$ cat src/rtl/gcd_pkg.sv
// Shared definitions for the GCD requester slice: FSM state encoding and default sizing.
package gcd_pkg;

  localparam logic [1:0] IDLE    = 2'd0;
  localparam logic [1:0] REQ     = 2'd1;
  localparam logic [1:0] RELEASE = 2'd2;
  localparam logic [1:0] RESULT  = 2'd3;

  localparam int GCD_WIDTH   = 32;
  localparam int GCD_TIMEOUT = 1024;

endpackage

$ cat src/rtl/gcd_timeout_ctr.sv
// Saturating cycle counter that flags when LIMIT cycles have been spent in a wait.
module gcd_timeout_ctr #(
  parameter int LIMIT = 1024
) (
  input  logic clock,
  input  logic reset,
  input  logic clear,
  input  logic enable,
  output logic expire
);

  localparam int CW = $clog2(LIMIT);
  localparam logic [CW-1:0] LAST = CW'(LIMIT - 1);

  logic [CW-1:0] count;

  // Holds at LAST instead of wrapping so a late done can never look like a fresh start.
  always_ff @(posedge clock) begin
    if (!reset) begin
      count <= '0;
    end else if (clear) begin
      count <= '0;
    end else if (enable && (count != LAST)) begin
      count <= count + 1'b1;
    end
  end

  assign expire = (count == LAST);

endmodule

$ cat src/rtl/gcd_requester.sv
// Initiator side of the GCD go/done handshake: takes operand pairs, drives the unit,
// and hands back the result (or a timeout marker) on a valid/ready output.
module gcd_requester
  import gcd_pkg::*;
#(
  parameter int WIDTH   = GCD_WIDTH,
  parameter int TIMEOUT = GCD_TIMEOUT
) (
  input  logic             clock,
  input  logic             reset,
  input  logic             in_valid,
  output logic             in_ready,
  input  logic [WIDTH-1:0] in_a,
  input  logic [WIDTH-1:0] in_b,
  output logic             gcd_go,
  output logic [WIDTH-1:0] gcd_x,
  output logic [WIDTH-1:0] gcd_y,
  input  logic             gcd_done,
  input  logic [WIDTH-1:0] gcd_result,
  output logic             out_valid,
  input  logic             out_ready,
  output logic [WIDTH-1:0] out_gcd,
  output logic             out_timeout,
  output logic             busy
);

  logic [1:0] state;
  logic [1:0] next_state;
  logic       in_fire;
  logic       out_fire;
  logic       bypass;
  logic       ctr_clear;
  logic       ctr_enable;
  logic       expire;

  assign in_fire    = in_valid & in_ready;
  assign out_fire   = out_valid & out_ready;
  assign bypass     = (in_a == '0) || (in_b == '0);
  assign ctr_clear  = (state != REQ);
  assign ctr_enable = (state == REQ);

  gcd_timeout_ctr #(
    .LIMIT (TIMEOUT)
  ) u_timeout_ctr (
    .clock  (clock),
    .reset  (reset),
    .clear  (ctr_clear),
    .enable (ctr_enable),
    .expire (expire)
  );

  // Done wins over expiry on the same cycle; stale done outside REQ/RELEASE is ignored.
  always_comb begin
    next_state = state;
    case (state)
      IDLE:    if (in_fire) next_state = bypass ? RESULT : REQ;
      REQ:     if (gcd_done || expire) next_state = RELEASE;
      RELEASE: if (!gcd_done) next_state = RESULT;
      RESULT:  if (out_fire) next_state = IDLE;
      default: next_state = IDLE;
    endcase
  end

  // in_ready is registered from the next state so it never depends combinationally on out_ready.
  always_ff @(posedge clock) begin
    if (!reset) begin
      state       <= IDLE;
      in_ready    <= 1'b0;
      gcd_x       <= '0;
      gcd_y       <= '0;
      out_gcd     <= '0;
      out_timeout <= 1'b0;
    end else begin
      state    <= next_state;
      in_ready <= (next_state == IDLE);
      case (state)
        IDLE: begin
          if (in_fire) begin
            if (bypass) begin
              out_gcd     <= in_a | in_b;
              out_timeout <= 1'b0;
            end else begin
              gcd_x <= in_a;
              gcd_y <= in_b;
            end
          end
        end
        REQ: begin
          if (gcd_done) begin
            out_gcd     <= gcd_result;
            out_timeout <= 1'b0;
          end else if (expire) begin
            out_gcd     <= '0;
            out_timeout <= 1'b1;
          end
        end
        default: begin
        end
      endcase
    end
  end

  assign gcd_go    = (state == REQ);
  assign out_valid = (state == RESULT);
  assign busy      = (state != IDLE);

endmodule

$ cat config.mk
export PLATFORM = sky130hd
export DESIGN_NAME = gcd_requester
export DESIGN_NICKNAME = d
export VERILOG_FILES = /design/src/rtl/gcd_pkg.sv /design/src/rtl/gcd_timeout_ctr.sv /design/src/rtl/gcd_requester.sv
export SDC_FILE = /design/constraint.sdc
export NUM_CORES = 1
export LEC_CHECK = 0
export ABC_AREA = 1
export BUFFER_PORTS_ARGS = -buffer_cell sky130_fd_sc_hd__buf_2
export CORE_MARGIN = 2
export CORE_UTILIZATION = 30
export CTS_CLUSTER_SIZE = 28
export DETAILED_ROUTE_END_ITERATION = 10
export GPL_ROUTABILITY_DRIVEN = 0
export SYNTH_ARGS = -nofsm -noshare
export SYNTH_HDL_FRONTEND = slang
export SYNTH_SLANG_ARGS = --single-unit
$ cat constraint.sdc
create_clock -name clock -period 2.16 [get_ports clock]
set_input_delay 0.432 -clock clock [delete_from_list [all_inputs] [get_ports clock]]
set_output_delay 0.432 -clock clock [all_outputs]
set_load 0.02 [all_outputs]
==> results.py <==
metrics = {
    "grt": {
        "grt_pass1_vias": 5334,
        "grt_util_all_layers": 0.180,
        "grt_pass1_wl_mm": 27.8,
        "grt_overflow": 0,
        "antenna_found_initial": 2,
        "grt_max_degree": 99,
    },
    "yosys": {
        "yosysWarnings": 0,
        "ys_ff_latch": 110,
        "ys_types": 22,
        "syn_avg_cell_area_um2": 6.17,
        "netlist_instances": 891,
        "synthesis.nets": 993,
        "netlist_area_um2": 5490,
        "synth_seq_area_share": 0.401,
    },
    "route": {
        "first_pass_iters": 4,
        "ant_nets": 0,
        "drc_errors": 0,
        "drt-total-wl_mm": 17.9,
        "vias": 5805,
        "routedWlPerCell_um": 13.7,
        "viasPerCell": 4.45,
        "drt_iter0_drc": 323,
    },
    "die": {
        "die_w_um": 139,
        "core_area_um2": 18000,
        "ioPinCount": 202,
        "die-height_um": 139,
        "row_count": 49,
        "die_area_um2": 19400,
        "start_util": 0.306,
    },
    "timing": {
        "worst_pin_slew_ns": 0.483,
        "skew_ns": 0.00541,
        "rsz0062_at_grt": "false",
        "maxSlewViolCount": 0,
        "finalCritPeriodShare": 0.941,
        "slew-limit-headroom": 0.678,
        "post-route-min-period_ns": 2.03,
        "hold_viol": 0,
        "setup_viol": 0,
        "setup_tns_ns": 0,
        "max_freq_mhz": 492,
    },
    "pwr": {
        "power_frac_clock": 0.320,
        "power_frac_seq": 0.425,
        "switching_share": 0.336,
        "irDropWorstVdd_uv": 356,
        "pwr-share-comb": 0.255,
        "p_leak_nw": 3.87,
        "powerDensity_nw_per_um2": 763,
        "switchingPower_mw": 1.80,
        "p_int_mw": 3.55,
    },
    "setup_path": {
        "worstSetupEndpointType": "output port",
        "start_kind": "register",
        "worstPathArrival_ns": 1.60,
        "required_ns": 1.73,
        "critical_path_class": "register to output port",
        "ff2ff_setup_slack_ns": 0.25,
        "cp_max_fo": 19,
    },
    "cts": {
        "h-tree-depth": 3,
        "cts_made_buffers": 9,
        "insertion_delay_ns": 0.35,
        "holdBufCountCts": 0,
        "clock_sink_count": 110,
        "clockRootBuffer": "clkbuf_16",
        "cts_tree": "done",
        "cts.path.max_buffers": 2,
        "path_clk_slew_ns": 0.07,
    },
    "placement": {
        "dp.cells": 1287,
        "io_buffers": 201,
        "dp_hpwl_mm": 13.5,
    },
    "finish": {
        "utilization": 0.391,
        "fin_nets": 1171,
        "n_fill_cell": 1986,
        "drive_gt1_frac": 0.223,
        "final_cell_count_no_fill": 1304,
        "area_delta_synth_final_pct": 27.7,
    },
    "run_status": {
        "status": "complete, no violations",
    },
    "run": {
        "cap_violations": 0,
    },
    "hold_path": {
        "hold_path.class": "primary input to register",
    },
}
[cell usage in the layout, fill, tap and decap left out, drive strengths merged, types with 2 or more instances in the layout]
cell,instances
nor2,218
nand2,218
buf,214
inv,143
dfxtp,110
a21oi,64
nand3,38
a31oi,33
clkbuf,9
o21ai,7
nand4,6
nor3,2
nor4,2
clkinv,2
clkinvlp,2
[state kept, by name (all words and copies together), names as in the netlist]
| register | flops |
|---|---|
| out_timeout | 1 |
| in_ready | 1 |
| u_timeout_ctr.count | 10 |
| gcd_x | 32 |
| out_gcd | 32 |
| gcd_y | 32 |
| state | 2 |
[worst max-delay path, stage by stage, from the launching register on]
cell and delay [ns]:
dfxtp_1 0.35, inv_1 0.08, nand2_1 0.18, inv_4 0.19, buf_4 0.24, buf_2 0.20
[power groups by stage]
stage	Sequential [mW]	Combinational, mW	Clock (mW)
floorplan	2.52	0.704	0
global placement	2.32	1.37	0
detailed placement	2.32	1.38	0
CTS	2.28	1.38	1.79
global route	2.30	1.53	1.85
finish	2.28	1.36	1.71
[worst paths after layout]
| kind | startpoint | to | cells past startpoint |
|---|---|---|---|
| worst min-delay path | in_b[31] | gcd_y[31]$_SDFFE_PN0P_ | 3 |
| worst max-delay path | state[1]$_SDFF_PN0_ | gcd_go | 5 |
| worst min register to register | out_gcd[12]$_SDFFE_PN0P_ | out_gcd[12]$_SDFFE_PN0P_ | 2 |
| worst max register to register | u_timeout_ctr.count[0]$_SDFFE_PP0P_ | out_gcd[21]$_SDFFE_PN0P_ | 9 |
[synth_stat cells]
cell      number  share of area
a21oi_1       63          0.057
nor3_2         2         0.0036
nand3b_2       1         0.0020
nand4_1        6         0.0068
clkbuf_1       8         0.0055
buf_6          6          0.012
and2_1         1         0.0011
nor4_1         2         0.0023
ha_1           1         0.0023
a211oi_1       1         0.0014
dfxtp_1      110           0.40
buf_1         13         0.0089
inv_2          4         0.0027
a31oi_1       33          0.038
xor2_1         1         0.0016
nand3_1       38          0.035
nor2_1       218           0.15
inv_1        137          0.094
o21ai_0        7         0.0064
buf_2         20          0.018
nand2_1      218           0.15
a21oi_4        1         0.0030
[layout make-up]
| type | instances | area (um2) | share of cell area |
|---|---|---|---|
| timing repair buffer | 214 | 1170 | 0.167 |
| multi-input combinational | 593 | 2530 | 0.360 |
| clock inverter | 7 | 72.6 | 0.0103 |
| inverter | 141 | 532 | 0.0758 |
| tap | 229 | 287 | 0.0408 |
| antenna | 1 | 2.50 | 0.000357 |
| clock buffer | 9 | 225 | 0.0321 |
| sequential | 110 | 2200 | 0.314 |
[logic make-up (layout without fill, tap and decap cells)]
logic type / Yosys count / count (layout) / synth area share
AND/OR/NAND/NOR: 486 / 486 / 0.348
flip-flops: 110 / 110 / 0.401
other: 0 / 1 / 0
buffers and inverters: 188 / 371 / 0.141
XOR/XNOR: 1 / 1 / 0.00159
AO/OA/AOI/OAI: 105 / 105 / 0.106
adder cells (fa/ha/maj): 1 / 1 / 0.00228
[layer usage]
metal,part of all wire,GRT usage,vias to the layer above
met4,0.011,0.0510,2
met5,0.00073,0,-
met3,0.075,0.0478,15
met1,0.44,0.224,2562
li1,-,-,3060
met2,0.48,0.307,166
[metrics by stage]
step	worst slack (ns)	area, um2	hold slack [ns]	power (mW)
final	0.127	7020	0.321	5.35
after global routing	0.0169	7020	0.323	5.68
after CTS	0.0601	7010	0.305	5.45
after detailed placement	0.198	6720	0.465	3.70
after global placement	0.212	6720	0.458	3.69
after floorplan	0.504	5490	0.448	3.22
[timing repair]
item | 4_1_cts | 5_1_grt
buffers inserted | 0 | 0
gates resized for setup | 0 | 1
endpoints found under the setup margin | 0 | 1
hold endpoints to repair | 0 | 0
(Power assumes the default switching activity.)
